[src/rtl/argmax_classifier_pkg.sv]
// Shared definitions for the argmax classifier output stage.
//   - FP32 field positions (sign / exponent / mantissa).
//   - FSM state encodings.
//   - fp32_key(): maps FP32 bits onto an unsigned key whose integer order is a
//     total order over the float values (+0 ranks above -0).
package argmax_classifier_pkg;

    localparam int unsigned SIGN_BIT = 31;
    localparam int unsigned EXP_MSB  = 30;
    localparam int unsigned EXP_LSB  = 23;
    localparam int unsigned MAN_MSB  = 22;
    localparam int unsigned MAN_LSB  = 0;

    localparam logic [1:0] IDLE = 2'd0;
    localparam logic [1:0] SCAN = 2'd1;
    localparam logic [1:0] DONE = 2'd2;

    // Negative values: invert all bits so larger magnitude sorts lower.
    // Positive values: set the MSB so every positive sorts above every negative.
    function automatic logic [31:0] fp32_key(input logic [31:0] x);
        return x[SIGN_BIT] ? ~x : (x | 32'h8000_0000);
    endfunction

endpackage

[src/rtl/argmax_classifier_fp32_gt.sv]
// Combinational FP32 strict greater-than comparator.
// Ports:
//   a, b    in   32  FP32 operands
//   a_gt_b  out  1   1 when key(a) > key(b); NaN/Inf are ordered by key only
module fp32_gt
    import argmax_classifier_pkg::*;
(
    input  logic [31:0] a,
    input  logic [31:0] b,
    output logic        a_gt_b
);

    always_comb begin
        a_gt_b = fp32_key(a) > fp32_key(b);
    end

endmodule

[src/rtl/argmax_classifier.sv]
// Argmax output stage following the tanh activation block.
// Latches the activation vector when start is seen in IDLE or DONE, then scans
// one element per cycle, keeping the first index of the largest value.
// Ports:
//   clk               in   1                        rising-edge clock
//   reset             in   1                        synchronous, active-high
//   start             in   1                        vector valid (tanh Finished)
//   activatedNeurons  in   DATA_WIDTH*No_of_Neurons neuron k at [k*DATA_WIDTH +: DATA_WIDTH]
//   Finished          out  1                        result valid level
//   maxIndex          out  INDEX_WIDTH              index of maximum element
//   maxValue          out  DATA_WIDTH               FP32 bits of maximum element
module argmax_classifier
    import argmax_classifier_pkg::*;
#(
    parameter int unsigned DATA_WIDTH    = 32,
    parameter int unsigned No_of_Neurons = 8,
    parameter int unsigned INDEX_WIDTH   = 3
) (
    input  logic                                clk,
    input  logic                                reset,
    input  logic                                start,
    input  logic [DATA_WIDTH*No_of_Neurons-1:0] activatedNeurons,
    output logic                                Finished,
    output logic [INDEX_WIDTH-1:0]              maxIndex,
    output logic [DATA_WIDTH-1:0]               maxValue
);

    logic [1:0]                          state_q, state_d;
    logic [DATA_WIDTH*No_of_Neurons-1:0] vec_q, vec_d;
    logic [INDEX_WIDTH-1:0]              cnt_q, cnt_d;
    logic [DATA_WIDTH-1:0]               best_val_q, best_val_d;
    logic [INDEX_WIDTH-1:0]              best_idx_q, best_idx_d;
    logic                                fin_q, fin_d;
    logic [INDEX_WIDTH-1:0]              max_idx_q, max_idx_d;
    logic [DATA_WIDTH-1:0]               max_val_q, max_val_d;

    logic [DATA_WIDTH-1:0]               elems [No_of_Neurons];
    logic [DATA_WIDTH-1:0]               cand;
    logic                                cand_gt;
    logic [DATA_WIDTH-1:0]               new_val;
    logic [INDEX_WIDTH-1:0]              new_idx;
    logic                                last;

    for (genvar k = 0; k < No_of_Neurons; k++) begin : g_elems
        assign elems[k] = vec_q[k*DATA_WIDTH +: DATA_WIDTH];
    end

    assign cand = elems[cnt_q];
    assign last = (cnt_q == INDEX_WIDTH'(No_of_Neurons - 1));

    fp32_gt u_gt (
        .a      (cand),
        .b      (best_val_q),
        .a_gt_b (cand_gt)
    );

    // Strictly greater only, so ties keep the lower index.
    assign new_val = cand_gt ? cand  : best_val_q;
    assign new_idx = cand_gt ? cnt_q : best_idx_q;

    always_comb begin
        state_d    = state_q;
        vec_d      = vec_q;
        cnt_d      = cnt_q;
        best_val_d = best_val_q;
        best_idx_d = best_idx_q;
        fin_d      = fin_q;
        max_idx_d  = max_idx_q;
        max_val_d  = max_val_q;
        case (state_q)
            IDLE, DONE: begin
                if (start) begin
                    vec_d      = activatedNeurons;
                    best_val_d = activatedNeurons[DATA_WIDTH-1:0];
                    best_idx_d = '0;
                    cnt_d      = INDEX_WIDTH'(1);
                    fin_d      = 1'b0;
                    state_d    = SCAN;
                end
            end
            SCAN: begin
                best_val_d = new_val;
                best_idx_d = new_idx;
                cnt_d      = cnt_q + INDEX_WIDTH'(1);
                if (last) begin
                    // Outputs take the final best directly; no intermediate updates.
                    max_val_d = new_val;
                    max_idx_d = new_idx;
                    fin_d     = 1'b1;
                    state_d   = DONE;
                end
            end
            default: state_d = IDLE;
        endcase
    end

    always_ff @(posedge clk) begin
        if (reset) begin
            state_q    <= IDLE;
            vec_q      <= '0;
            cnt_q      <= '0;
            best_val_q <= '0;
            best_idx_q <= '0;
            fin_q      <= 1'b0;
            max_idx_q  <= '0;
            max_val_q  <= '0;
        end else begin
            state_q    <= state_d;
            vec_q      <= vec_d;
            cnt_q      <= cnt_d;
            best_val_q <= best_val_d;
            best_idx_q <= best_idx_d;
            fin_q      <= fin_d;
            max_idx_q  <= max_idx_d;
            max_val_q  <= max_val_d;
        end
    end

    assign Finished = fin_q;
    assign maxIndex = max_idx_q;
    assign maxValue = max_val_q;

endmodule
[config.mk]
export PLATFORM = sky130hd
export DESIGN_NAME = argmax_classifier
export DESIGN_NICKNAME = d
export VERILOG_FILES = /design/src/rtl/argmax_classifier_pkg.sv /design/src/rtl/argmax_classifier_fp32_gt.sv /design/src/rtl/argmax_classifier.sv
export SDC_FILE = /design/constraint.sdc
export NUM_CORES = 1
export LEC_CHECK = 0
export CORE_ASPECT_RATIO = 1.2
export CORE_MARGIN = 2
export CORE_UTILIZATION = 35
export DETAILED_ROUTE_END_ITERATION = 6
export MAX_ROUTING_LAYER = met4
export SKIP_CTS_REPAIR_TIMING = 1
export SLEW_MARGIN = 20
export SYNTH_ARGS = -nofsm -noshare
export SYNTH_HDL_FRONTEND = slang
export SYNTH_HIERARCHICAL = 1
export SYNTH_SLANG_ARGS = --single-unit
[constraint.sdc]
create_clock -name clk -period 3.7 [get_ports clk]
set_input_delay 0.74 -clock clk [delete_from_list [all_inputs] [get_ports clk]]
set_output_delay 0.74 -clock clk [all_outputs]
set_load 0.01 [all_outputs]
==> impl_metrics.tcl <==
set metrics [dict create \
    status "finished with violations" \
    violations "negative setup slack" \
    portBuffers 294 \
    finalHoldViolCount 0 \
    worst-setup-path-type "register to register" \
    period_minus_slack_ps 3970 \
    fin_area_sq_mm 0.0220 \
    drc 0 \
    cp.required_ps 4070 \
    grt_pass1_wl_microns 74500 \
    crit_path_start_kind "register" \
    drv_cap 0 \
    fin_nets 2396 \
    area_growth_pct 38.8 \
    ir_worst_vdd_mv 0.263 \
    slew_headroom_pct 40.4 \
    rsz0062_at_grt "yes" \
    synth_seq_cells 332 \
    ys_seq_area_share_pct 42.0 \
    synth-compound-area-share_pct 14.5 \
    arrival_ps 4340 \
    critical_path_cell_count 18 \
    drt-wirelength-per-cell_microns 19.0 \
    ff2ff_path_depth 18 \
    grt_overflow 0 \
    synth-edff-count 0 \
    slowest_delay_ps 540 \
    clock_latency_ps 540 \
    report.final.slew_viol_count 0 \
    finalSetupViolCount 70 \
    first_iter_violations 918 \
    cts_inserted_buffers 36 \
    crit_chain "buf_12 -> mux4_2 -> mux2i_4 -> inv_4 -> clkbuf_16 -> xor2_1 -> ha_1 -> nand4_1 -> buf_4 -> nor2_1 -> a221o_1 -> a211oi_2 -> buf_4 -> a21oi_4 -> and3b_2 -> nand2b_4 -> clkbuf_16 -> o22ai_1" \
    synthMuxAreaShare_pct 12.6 \
    firstDrtPassIters 5 \
    ys_types 47 \
    place_hpwl_microns 35100 \
    cts_tree "yes" \
    synthXorXnorAreaFrac_pct 3.48 \
    r2r_slack_ps -270 \
    antenna_left 0 \
    die_w_microns 198 \
    syn_inst 1801 \
    htree_levels 2 \
    async_reset_ff_share_pct 0 \
    cts_max_path_buffers 3 \
    cp-end-kind "register" \
    tns_ps -13130 \
    core.rowCount 85 \
    ys_warn_count 6 \
    timing.hold.ws_ps 452 \
    rr_startpoint "cnt_q[0]" \
    cts_root_buf "clkbuf_16" \
    cts.sinks 332 \
    cp_slowest_cell "mux4_2" \
    hold_class "register to register" \
    drive_gt1_share_pct 16.0 \
    synth-simple-area-share_pct 19.2 \
    fin_skew_ps 23.0 \
    wl_microns 52300 \
    synth_area_sq_mm 0.0158 \
    grt_max_degree 140 \
    ios 295 \
    grt_antenna_before_repair 8 \
    syn_avg_cell_area_sq_um 8.79 \
    num_vias 14100 \
    r2r-end "best_val_q[27]" \
    dieArea_sq_mm 0.0470 \
    crit_family "buffers and inverters" \
    setup_ws_ps -273 \
    critical_path_buf_inv_count 6 \
    synth-main-ff-cell "dfxtp_1" \
    synth_top_family_by_area "simple AND/OR/NAND/NOR gates" \
    routabilityCongestion 0.832 \
    synth_fp_nets 2094 \
    min_period_over_period_pct 107 \
    crit_end "best_val_q[27]" \
    track_usage_pct 20.9 \
    initial_core_util_pct 35.4 \
    powerDensity_mw_per_mm2 454 \
    die_h_microns 237 \
    startpoint "cnt_q[0]" \
    via_per_inst 5.11 \
    core_sq_mm 0.0448 \
    clk_transition_reported_paths_ps 60 \
    critPathMaxFanout 8 \
    synth-adder-area-share_pct 2.69 \
    grt_pass1_vias 13400 \
    place_area_sq_mm 0.0197 \
    fmax_ghz 0.252 \
    worstMarginPinSlew_ps 893 \
    p_leak_nw 8.25 \
]
-- Yosys cell counts, types with 2 or more instances --
| library cell | n | area share, % |
|---|---|---|
| a211oi_1 | 4 | 0.19 |
| a21o_1 | 2 | 0.095 |
| a21oi_1 | 277 | 8.8 |
| a221o_1 | 2 | 0.13 |
| a31oi_1 | 32 | 1.3 |
| and3b_1 | 34 | 1.9 |
| buf_1 | 4 | 0.095 |
| buf_12 | 2 | 0.25 |
| buf_2 | 58 | 1.8 |
| buf_4 | 4 | 0.19 |
| clkbuf_1 | 90 | 2.1 |
| dfxtp_1 | 332 | 42 |
| ha_1 | 34 | 2.7 |
| inv_1 | 34 | 0.81 |
| mux2i_1 | 19 | 1.2 |
| mux2i_4 | 16 | 2.3 |
| mux4_2 | 64 | 9.1 |
| nand2_1 | 551 | 13 |
| nand2b_1 | 34 | 1.3 |
| nand3_1 | 7 | 0.22 |
| nand3b_1 | 3 | 0.14 |
| nand4_1 | 6 | 0.24 |
| nor2_1 | 9 | 0.21 |
| nor2b_1 | 2 | 0.079 |
| nor3_1 | 3 | 0.095 |
| nor3b_1 | 33 | 1.6 |
| o21ai_0 | 3 | 0.095 |
| o221ai_1 | 16 | 0.88 |
| o221ai_2 | 16 | 1.5 |
| o22ai_1 | 32 | 1.3 |
| xnor2_1 | 31 | 1.7 |
| xor2_1 | 32 | 1.8 |
-- worst min-delay path by stage --
stage,cells past startpoint,end,slack [ps],startpoint
6_report,2,vec_q[229],450,vec_q[229]
4_1_cts,2,vec_q[229],450,vec_q[229]
3_3_place_gp,2,vec_q[45],440,vec_q[45]
2_1_floorplan,2,vec_q[192],430,vec_q[192]
3_5_place_dp,2,vec_q[229],440,vec_q[229]
5_1_grt,2,vec_q[68],470,vec_q[68]
-- sequential cells by signal, summed over array words and instances (netlist names) --
signal	flops
vec_q	256
best_val_q	32
maxValue	32
best_idx_q	3
cnt_q	3
maxIndex	3
state_q	2
Finished	1
-- tightest hold or removal path, stage by stage, from the launching register on --
cell and delay [ps]:
dfxtp_1 300, nand2_1 50, a21oi_1 50
-- power by group --
| group | total [mW] | switching, mW | internal, mW |
|---|---|---|---|
| sequential | 3.91 | 0.130 | 3.78 |
| combinational | 2.22 | 1.14 | 1.08 |
| clock | 3.85 | 1.52 | 2.33 |
| total | 9.98 | 2.79 | 7.19 |
-- cell usage in the layout (no fill, tap or decap), types with 4 or more instances in the layout --
| cell type | count |
|---|---|
| a211oi_1 | 4 |
| a31oi_2 | 10 |
| nand2b_1 | 32 |
| diode_2 | 10 |
| xnor2_1 | 31 |
| o221ai_1 | 16 |
| buf_4 | 86 |
| mux2i_1 | 14 |
| buf_12 | 21 |
| and3b_1 | 32 |
| buf_8 | 4 |
| bufinv_16 | 4 |
| nor2_1 | 9 |
| mux4_2 | 64 |
| clkinv_2 | 5 |
| nand2_1 | 551 |
| mux2i_4 | 19 |
| o221ai_2 | 16 |
| a31oi_1 | 13 |
| a31oi_4 | 9 |
| clkbuf_8 | 11 |
| xor2_1 | 30 |
| a21oi_1 | 273 |
| o22ai_1 | 32 |
| nand3_1 | 7 |
| ha_1 | 34 |
| dfxtp_1 | 328 |
| buf_6 | 8 |
| inv_1 | 31 |
| clkdlybuf4s50_1 | 293 |
| clkbuf_16 | 49 |
| nand4_1 | 6 |
| nor3b_1 | 31 |
-- through the flow --
stage / cells / worst slack [ps] / total power [mW] / util [%]
floorplan: 1801 / -24.4 / 5.13 / -
global placement: 2631 / -296 / 5.85 / 44.1
detailed placement: 2631 / -415 / 5.89 / 44.1
CTS: 2695 / -429 / 9.74 / 46.9
global route: 2746 / -353 / 10.4 / 49.1
finish: 2748 / -273 / 9.98 / 49.1
-- cell families after synthesis --
| family | Yosys count |
|---|---|
| xor gates and xnor gates | 63 |
| adders and majority gates | 34 |
| muxes | 100 |
| DFF | 332 |
| and+or+nand+nor | 688 |
| AOI/OAI and AO/OA | 390 |
| buffers and inverters | 194 |
-- metal layers --
metal,wire length [microns],share of wire (%),track usage [%]
met1,22600,43,28.1
met2,24400,47,31.2
met3,2970,5.7,3.43
met4,2430,4.6,8.68
met5,0,0,-
-- area by class of cell --
cell class | instances | area, sq um
antenna | 10 | 25.0
multi-input combinational | 1275 | 8680
sequential | 332 | 6660
clock buffer | 51 | 1090
timing repair buffer | 424 | 4450
fill | 4165 | 22800
inverter | 34 | 130
clock inverter | 13 | 178
tap | 609 | 762
No activity file was read; power rests on OpenSTA's default activity.
